**src/rtl/if_pkg.sv**
```systemverilog
// Shared definitions for the instruction fetch queue.
//   FETCH_W     : width of one fetch word
//   fq_state_e  : fetch control state (RUN / DRAIN_STALL)
//   fq_entry_t  : queue entry {word (little-endian order), pc, pc_2}
//   swap_bytes  : big-endian cache word -> little-endian instruction order
package if_pkg;

    localparam int unsigned FETCH_W = 32;

    typedef logic [FETCH_W-1:0] fetch_word_t;

    typedef enum logic {
        FQ_RUN         = 1'b0,
        FQ_DRAIN_STALL = 1'b1
    } fq_state_e;

    typedef struct packed {
        fetch_word_t word;
        logic [31:0] pc;
        logic        pc_2;
    } fq_entry_t;

    function automatic fetch_word_t swap_bytes(input fetch_word_t w);
        return {w[7:0], w[15:8], w[23:16], w[31:24]};
    endfunction

endpackage

```
**src/rtl/fq_fifo.sv**
```systemverilog
// DEPTH-entry synchronous FIFO of fetch entries with a synchronous flush.
//   clk, rst_n  : clock, asynchronous active-low reset
//   flush       : drop all entries this edge (wins over push/pop)
//   push        : write push_data (ignored when full)
//   push_data   : entry to write
//   pop         : remove head (ignored when empty)
//   head_data   : head entry, all-zero when empty
//   head_valid  : FIFO not empty
//   count       : number of valid entries
module fq_fifo
    import if_pkg::*;
#(
    parameter int unsigned DEPTH = 4
) (
    input  logic                     clk,
    input  logic                     rst_n,
    input  logic                     flush,
    input  logic                     push,
    input  fq_entry_t                push_data,
    input  logic                     pop,
    output fq_entry_t                head_data,
    output logic                     head_valid,
    output logic [$clog2(DEPTH):0]   count
);

    localparam int unsigned AW   = $clog2(DEPTH);
    localparam int unsigned CW   = AW + 1;

    fq_entry_t         mem [DEPTH];
    logic [AW-1:0]     wr_ptr;
    logic [AW-1:0]     rd_ptr;
    logic              full;
    logic              empty;
    logic              push_ok;
    logic              pop_ok;

    assign full    = (count == CW'(DEPTH));
    assign empty   = (count == '0);
    assign push_ok = push && !full && !flush;
    assign pop_ok  = pop && !empty && !flush;

    // Storage has no reset; the head is masked to zero while empty.
    always_ff @(posedge clk) begin
        if (push_ok) begin
            mem[wr_ptr] <= push_data;
        end
    end

    // DEPTH is a power of two, so pointer increments wrap naturally.
    always_ff @(posedge clk or negedge rst_n) begin
        if (!rst_n) begin
            wr_ptr <= '0;
            rd_ptr <= '0;
            count  <= '0;
        end else if (flush) begin
            wr_ptr <= '0;
            rd_ptr <= '0;
            count  <= '0;
        end else begin
            if (push_ok) begin
                wr_ptr <= wr_ptr + 1'b1;
            end
            if (pop_ok) begin
                rd_ptr <= rd_ptr + 1'b1;
            end
            unique case ({push_ok, pop_ok})
                2'b10:   count <= count + 1'b1;
                2'b01:   count <= count - 1'b1;
                default: count <= count;
            endcase
        end
    end

    assign head_valid = !empty;
    assign head_data  = empty ? '0 : mem[rd_ptr];

endmodule

```
**src/rtl/if_fetch_queue.sv**
```systemverilog
// Instruction fetch queue: issues sequential word fetches to the I-cache,
// buffers byte-swapped fetch words with their PC, and handles redirects,
// including redirects that arrive while a cache request is stalled.
//   clk, rst_n          : clock, asynchronous active-low reset
//   icache_req/addr     : cache read request and word address (PC[31:2])
//   icache_rdata/stall  : cache read data (big-endian), request not done
//   redirect_valid/pc   : one-cycle redirect and halfword-aligned target
//   out_valid/word/pc   : head entry toward the aligner
//   out_pc_2            : head word is a redirect target at upper halfword
//   out_ready           : aligner consumes head this cycle
//   count               : number of valid entries
module if_fetch_queue
    import if_pkg::*;
#(
    parameter int unsigned DEPTH    = 4,
    parameter logic [31:0] RESET_PC = 32'h0000_0000
) (
    input  logic                     clk,
    input  logic                     rst_n,
    output logic                     icache_req,
    output logic [29:0]              icache_addr,
    input  logic [31:0]              icache_rdata,
    input  logic                     icache_stall,
    input  logic                     redirect_valid,
    input  logic [31:0]              redirect_pc,
    output logic                     out_valid,
    output logic [31:0]              out_word,
    output logic [31:0]              out_pc,
    output logic                     out_pc_2,
    input  logic                     out_ready,
    output logic [$clog2(DEPTH):0]   count
);

    localparam int unsigned CW = $clog2(DEPTH) + 1;

    fq_state_e   state;
    fq_state_e   state_next;
    logic [31:0] fetch_pc;
    logic        pc_2_flag;
    logic [31:1] pending_pc;

    logic        done;
    logic        fifo_flush;
    logic        fifo_push;
    fq_entry_t   push_data;
    fq_entry_t   head_data;
    logic        pc_load;
    logic [31:1] pc_load_val;
    logic        pc_adv;
    logic        pend_load;
    logic        unused_redirect_bit0;

    assign unused_redirect_bit0 = redirect_pc[0];

    // In DRAIN_STALL the stalled request stays asserted until it completes;
    // its response is then dropped. rst_n gating keeps the request low
    // while reset is held.
    assign icache_req  = rst_n && ((state == FQ_DRAIN_STALL) || (count < CW'(DEPTH)));
    assign icache_addr = fetch_pc[31:2];
    assign done        = icache_req && !icache_stall;

    always_ff @(posedge clk or negedge rst_n) begin
        if (!rst_n) begin
            state <= FQ_RUN;
        end else begin
            state <= state_next;
        end
    end

    always_comb begin
        state_next  = state;
        fifo_flush  = 1'b0;
        fifo_push   = 1'b0;
        pc_load     = 1'b0;
        pc_load_val = fetch_pc[31:1];
        pc_adv      = 1'b0;
        pend_load   = 1'b0;
        unique case (state)
            FQ_RUN: begin
                if (redirect_valid) begin
                    fifo_flush = 1'b1;
                    if (icache_req && icache_stall) begin
                        pend_load  = 1'b1;
                        state_next = FQ_DRAIN_STALL;
                    end else begin
                        pc_load     = 1'b1;
                        pc_load_val = redirect_pc[31:1];
                    end
                end else if (done) begin
                    fifo_push = 1'b1;
                    pc_adv    = 1'b1;
                end
            end
            FQ_DRAIN_STALL: begin
                fifo_flush = redirect_valid;
                if (done) begin
                    // A redirect landing on the completion cycle is the latest target.
                    state_next  = FQ_RUN;
                    pc_load     = 1'b1;
                    pc_load_val = redirect_valid ? redirect_pc[31:1] : pending_pc;
                end else if (redirect_valid) begin
                    pend_load = 1'b1;
                end
            end
            default: state_next = FQ_RUN;
        endcase
    end

    always_ff @(posedge clk or negedge rst_n) begin
        if (!rst_n) begin
            fetch_pc   <= {RESET_PC[31:2], 2'b00};
            pc_2_flag  <= 1'b0;
            pending_pc <= '0;
        end else begin
            if (pc_load) begin
                fetch_pc  <= {pc_load_val[31:2], 2'b00};
                pc_2_flag <= pc_load_val[1];
            end else if (pc_adv) begin
                fetch_pc  <= fetch_pc + 32'd4;
                pc_2_flag <= 1'b0;
            end
            if (pend_load) begin
                pending_pc <= redirect_pc[31:1];
            end
        end
    end

    always_comb begin
        push_data      = '0;
        push_data.word = swap_bytes(icache_rdata);
        push_data.pc   = fetch_pc;
        push_data.pc_2 = pc_2_flag;
    end

    fq_fifo #(
        .DEPTH (DEPTH)
    ) u_fifo (
        .clk        (clk),
        .rst_n      (rst_n),
        .flush      (fifo_flush),
        .push       (fifo_push),
        .push_data  (push_data),
        .pop        (out_ready),
        .head_data  (head_data),
        .head_valid (out_valid),
        .count      (count)
    );

    assign out_word = head_data.word;
    assign out_pc   = head_data.pc;
    assign out_pc_2 = head_data.pc_2;

endmodule

```
**config.mk**
```make
export PLATFORM = sky130hd
export DESIGN_NAME = if_fetch_queue
export DESIGN_NICKNAME = d
export VERILOG_FILES = /design/src/rtl/if_pkg.sv /design/src/rtl/fq_fifo.sv /design/src/rtl/if_fetch_queue.sv
export SDC_FILE = /design/constraint.sdc
export NUM_CORES = 1
export LEC_CHECK = 0
export BUFFER_PORTS_ARGS = -buffer_cell sky130_fd_sc_hd__buf_4
export CAP_MARGIN = 15
export CORE_MARGIN = 2
export CORE_UTILIZATION = 52
export DETAILED_ROUTE_END_ITERATION = 16
export HOLD_SLACK_MARGIN = 0.05
export MAX_ROUTING_LAYER = met4
export PLACE_DENSITY_LB_ADDON = 0.15
export SYNTH_ARGS = -nofsm -noshare
export SYNTH_HDL_FRONTEND = slang
export SYNTH_SLANG_ARGS = --single-unit
```
**constraint.sdc**
```tcl
create_clock -name clk -period 3 [get_ports clk]
set_input_delay 0.6 -clock clk [delete_from_list [all_inputs] [get_ports clk]]
set_output_delay 0.6 -clock clk [all_outputs]
set_load 0.01 [all_outputs]
```
* After elaboration in Yosys (flattened, before gate mapping)
Memory sizes are Yosys's and may differ from the RTL's.
Cells that the tools add are included.
** Word-level totals
- Register bits after elaboration :: 72
- Bits in writable memories :: 260
- Input bits :: 69
- Output and inout bits :: 100
- Logic and storage cells :: 72
- Memories kept :: 1
** Memories
- u_fifo.mem :: depth 4, bits a word 65, read ports 1, clocked after Yosys merged registers in 0, wr ports 1, line fq_fifo.sv:29 : fq_entry_t mem [DEPTH];
** Cells by class
- Add/sub/neg operators :: 5
- Order comparisons :: 1
- Equality and inequality tests :: 6
- Multiplexer cells :: 32
- Bitwise gates (word level) :: 1
- Reductions and logical operators :: 18
** Operators by type and width (count)
- $mux 31 :: 4
- $mux 65 :: 1
- $mux 32 :: 2
- $pmux 31 s2 :: 1
- $add 32x3->32 const B :: 1
- $mux 1 :: 14
- $ne 3x3->1 const B :: 3
- $mux 2 :: 4
- $pmux 1 s2 :: 4
- $logic_and 1x1->1 :: 7
- $pmux 3 s2 :: 1
- $reduce_bool 2->1 :: 3
- $add 2x1->2 const B :: 2
- $logic_not 1->1 :: 4
- $reduce_and 4->1 :: 1
- $add 3x1->3 const B :: 1
- $eq 3x3->1 const B :: 1
- $logic_not 3->1 :: 1
- $lt 3x3->1 const B :: 1
- $mux 3 :: 1
- $reduce_bool 3->1 :: 1
- $sub 3x1->3 const B :: 1
- $eq 2x1->1 const B :: 1
- $eq 2x2->1 const B :: 1
- other kinds (2) :: 2

* Logic depth before layout (Yosys ltp)
- Depth after elaboration :: 12
- Mapped depth :: 9
- Mapped depth without buffers :: 7

* Cells and area by module
A second synthesis with hierarchy kept.
** Unflattened totals
- Cells, all modules :: 785
- Area, all modules :: 13774.5 um^2
** By module, submodules not included
- fq_fifo :: instances 1, cells each 477, area an instance 10412.5 um^2, sequential area each 7982.7 um^2
- if_fetch_queue :: instances 1, cells each 308, area an instance 3362.0 um^2, sequential area each 1576.5 um^2

* Least setup slack after synthesis
OpenSTA, ideal clock, no wires.
- Kind :: input-to-reg
- Start :: input port redirect_valid
- End :: memory u_fifo.mem[0][0] in the netlist's numbering (enable)
- Library setup time :: 0.428 ns
- Arrival time :: 2.636 ns
- Required time :: 2.572 ns
- Setup slack :: -0.064 ns
- Stages on the path :: 2
- Path buffers :: 0
- Cell sequence :: nor4b_2 -> and3_1
** Between the ends
- Word-level cells in the longest chain between the ends :: 6
- Elaborated cells on any way between the ends :: 9
- Those cells by class :: 6 x mux; 3 x reduce/logical
** Ends and longest elaborated chain
- from (decl) :: line if_fetch_queue.sv:24 : input logic redirect_valid,
- $mux 1 :: line if_fetch_queue.sv:80 : if (redirect_valid) begin
- $pmux 1 s2 / $mux 1 (equally long branches) :: line if_fetch_queue.sv:78 : unique case (state)
- $logic_not 1->1 / $logic_and 1x1->1 (equally long branches) :: line fq_fifo.sv:39 : assign push_ok = push && !full && !flush;
- $logic_and 1x1->1 * :: line fq_fifo.sv:39
- $mux 1 * :: line fq_fifo.sv:44 : if (push_ok) begin
- $mux 1 (implied by the code) * :: line fq_fifo.sv:45 : mem[wr_ptr] <= push_data;
- to (decl) :: line fq_fifo.sv:29
Every way passes the cells marked *; elsewhere a longest branch is shown, timed or not.

* Final worst setup path
- Start :: register u_fifo.count[0]
- End :: output port out_pc[20]
** Between the ends
- Word-level cells in the longest chain between the ends :: 2
** Ends and longest elaborated chain
- from (decl) :: line fq_fifo.sv:23 : output logic [$clog2(DEPTH):0] count
- from (signal assigned) :: line fq_fifo.sv:67 : 2'b10: count <= count + 1'b1;
- from (signal assigned) :: line fq_fifo.sv:68 : 2'b01: count <= count - 1'b1;
- from (signal assigned) :: line fq_fifo.sv:69 : default: count <= count;
- $logic_not 3->1 :: line fq_fifo.sv:38 : assign empty = (count == '0);
- $mux 65 :: line fq_fifo.sv:75 : assign head_data = empty ? '0 : mem[rd_ptr];
- to (decl) :: line if_fetch_queue.sv:28 : output logic [31:0] out_pc,
No other way between the ends.

==> impl_metrics.json <==
{
  "leakage_nw": 5.72,
  "worst_hold_startpoint": "icache_rdata[16]",
  "clkSlewWorstSetupHoldPaths_ns": 0.06,
  "yosys.cell_types.count": 49,
  "design.die.area_um2": 26900,
  "antenna_found_initial": 0,
  "grt_pass1_vias": 7436,
  "r2r_start": "state",
  "pin_count_of_the_biggest_net_entering_global_routing": 67,
  "arrival_ns": 2.28,
  "netlist.area_leader.share_pct": 56.9,
  "hold-worst-slack_ns": 0.298,
  "crit_top_cell": "sky130_fd_sc_hd__buf_4",
  "critical_path.startpoint_type": "register",
  "rows": 58,
  "wl_per_cell_um": 20.6,
  "timing_max_transition_violations_final": 0,
  "core_area_um2": 25100,
  "min_delay_worst_endpoint": "u_fifo.mem[3][41]",
  "ioPinCount": 169,
  "final_min_period_over_clock_period_pct": 96.1,
  "detailed_place_hpwl_um": 16400,
  "max_stage_delay_ns": 0.56,
  "holdBufCountCts": 1,
  "worst_setup_path_end_kind": "primary output",
  "drt_iter0_drc": 459,
  "synth-edff-count": 252,
  "seq_area_frac_synth_pct": 70.1,
  "clock_tree.root_cell": "sky130_fd_sc_hd__clkbuf_16",
  "power_per_cell_area_nw_per_um2": 744,
  "synthArstFlopShare_pct": 21.7,
  "yosys_warnings": 0,
  "critPathKind": "register to primary output",
  "crit_path_cell_trace": "or3_2 > buf_4 > and2_1 > buf_4",
  "post-synth-top-count-cell": "sky130_fd_sc_hd__edfxtp_1",
  "drv_cap": 0,
  "rrSetupSlack_ns": 0.72,
  "cts_tree": "done",
  "path_max_fanout": 64,
  "min_path_cells": 1,
  "synth_area_leader_cell": "sky130_fd_sc_hd__edfxtp_1",
  "layout.nets": 1013,
  "synth_top_cells_by_count": "sky130_fd_sc_hd__edfxtp_1 (252), sky130_fd_sc_hd__dfrtp_1 (70), sky130_fd_sc_hd__and2_1 (65), sky130_fd_sc_hd__mux4_2 (63), sky130_fd_sc_hd__mux2_2 (36)",
  "final.setup.tns_ns": 0,
  "synth_cells": 758,
  "critical-path-top-delay-family": "simple AND/OR/NAND/NOR gates",
  "dr_total_vias": 7323,
  "endpoint_of_the_worst_register_to_register_path": "fetch_pc[29]",
  "worst_clock_skew_ns": 0.0127,
  "synthToLayoutAreaGrowth_pct": 21.0,
  "fillers": 1814,
  "cts.repair_timing.setup_buffer_count": 0,
  "synth.area.top_cells": "sky130_fd_sc_hd__edfxtp_1 (57%), sky130_fd_sc_hd__dfrtp_1 (13%), sky130_fd_sc_hd__mux4_2 (11%)",
  "finalSetupViolations": 0,
  "worstRegToRegCells": 5,
  "route.final.wire_length_um": 26600,
  "vdd.ir_drop.worst_v": 0.000515,
  "detail_route.drc_violations": 0,
  "port_buffers": 165,
  "tightest_slew_ns": 0.830,
  "floorplan.die.width_um": 164,
  "cp_num_buf_inv": 2,
  "dr.pass1.iters": 5,
  "yosys_most_used_dff": "sky130_fd_sc_hd__edfxtp_1",
  "grt.total_usage_pct": 20.8,
  "synth-seq-cells": 322,
  "antenna_cells": 0,
  "relSlewSlack_pct": 44.6,
  "fmaxAchievable_mhz": 347,
  "number_of_clock_buffers_inserted_by_tritoncts": 34,
  "run_status": "complete, no violations",
  "finalCriticalPeriod_ns": 2.88,
  "total_grt_overflow": 0,
  "max-clock-path-buffers": 3,
  "grt_pass1_wl_um": 41500,
  "final_hold_viol_count": 0,
  "gp_congestion": 0.813,
  "clk_latency_ns": 0.50,
  "die_height_um": 164,
  "clock_tree.htree_level_count": 2,
  "critPathRequiredTime_ns": 2.40,
  "post_route_cells_drive_above_1_share_pct": 35.5,
  "postSynthAreaPerCell_um2": 17.5,
  "viasPerCell": 5.69,
  "timing.hold.worst.class": "input pin to register",
  "initial_core_util_pct": 52.9,
  "cts_sinks": 322,
  "netlist_area_um2": 13300,
  "drt.antenna.violating_nets": 0,
  "cts_resized": 0,
  "setup_repair_after_global_routing_missed_its_margin": "no",
  "timing.critical_path.slowest_stage_cell": "sky130_fd_sc_hd__or3_2"
}
==> worst reg2reg max path, cell delays in order, from the launching register on <==
cell and delay [ns]:
sky130_fd_sc_hd__dfrtp_1 0.48, sky130_fd_sc_hd__or4b_4 0.57, sky130_fd_sc_hd__nor3_4 0.44, sky130_fd_sc_hd__nand3_2 0.19
sky130_fd_sc_hd__or3_1 0.33, sky130_fd_sc_hd__a31oi_1 0.19
==> report_power, final <==
| part | switching (mW) | internal [mW] | total [mW] |
|---|---|---|---|
| Clock | 1.56 | 2.31 | 3.86 |
| Sequential | 0.443 | 5.26 | 5.71 |
| Combinational | 1.14 | 1.25 | 2.40 |
==> logic make-up (layout without fill, tap and decap cells) <==
group / after synthesis / after routing / share of synthesized area (%)
adder cells (fa/ha/maj): 6 / 6 / 0.621
XOR/XNOR: 23 / 23 / 1.52
AO/OA/AOI/OAI: 75 / 75 / 3.68
multiplexers: 107 / 107 / 14.3
flip-flops: 322 / 322 / 70.1
other: 1 / 2 / 0.0282
AND/OR/NAND/NOR: 173 / 173 / 8.06
buffers and inverters: 51 / 250 / 1.66
==> how the worst max path moves through the flow <==
| stage | endpoint | start | slack, ns | cells past startpoint |
|---|---|---|---|---|
| detailed placement | fetch_pc[29] | redirect_valid | 0.42 | 6 |
| floorplan | u_fifo.count[2] | redirect_valid | 0.51 | 8 |
| finish | out_pc[20] | u_fifo.count[0] | 0.12 | 4 |
| CTS | out_pc[18] | u_fifo.count[0] | 0.08 | 4 |
| global route | out_pc[3] | u_fifo.count[0] | 0.02 | 4 |
| global placement | fetch_pc[29] | redirect_valid | 0.47 | 6 |
==> through the flow <==
step                cell area, µm²  std cells  util, %  total power [mW]  worst slack [ns]
floorplan                    13300        759        -              7.04             0.512
global placement             15100       1231     60.0              8.14             0.466
detailed placement           15100       1231     60.0              8.23             0.419
CTS                          16100       1288     64.0              12.1            0.0765
global route                 16100       1288     64.0              12.5            0.0223
finish                       16100       1288     64.0              12.0             0.116
==> sequential cells by signal (all words and copies together), names as in the netlist <==
register / flops
u_fifo.wr_ptr: 2
u_fifo.mem: 252
fetch_pc: 30
pending_pc: 31
pc_2_flag: 1
u_fifo.count: 3
state: 1
u_fifo.rd_ptr: 2
==> cells in the final DEF, fill, tap and decap left out, drive strengths merged, types with 8 or more instances in the layout <==
master	instances
nand3	19
buf	185
nor2	8
inv	9
clkbuf	48
nor2b	22
edfxtp	252
o21ai	8
and3	9
mux4	63
xor2	21
mux2	36
and2	65
a21oi	24
nand2	16
dfrtp	70
a211oi	21
nand4	13
mux2i	8
==> metal layers <==
metal | global-route usage, % | part of all wire [%] | up-vias
li1 | - | - | 3330
met1 | 28.1 | 44 | 3733
met2 | 33.3 | 49 | 220
met3 | 3.81 | 5.6 | 40
met4 | 5.26 | 1.9 | 0
met5 | - | 0 | -
==> cell type report <==
type                       instances  area [µm²]  area share [%]
sequential                       322        9330            58.0
inverter                           8        30.0           0.187
clock buffer                      48         925            5.75
multi-input combinational        386        3800            23.6
timing repair buffer             186        1500            9.32
clock inverter                     8        88.8           0.552
tap                              330         413            2.57
(Power assumes the default switching activity.)
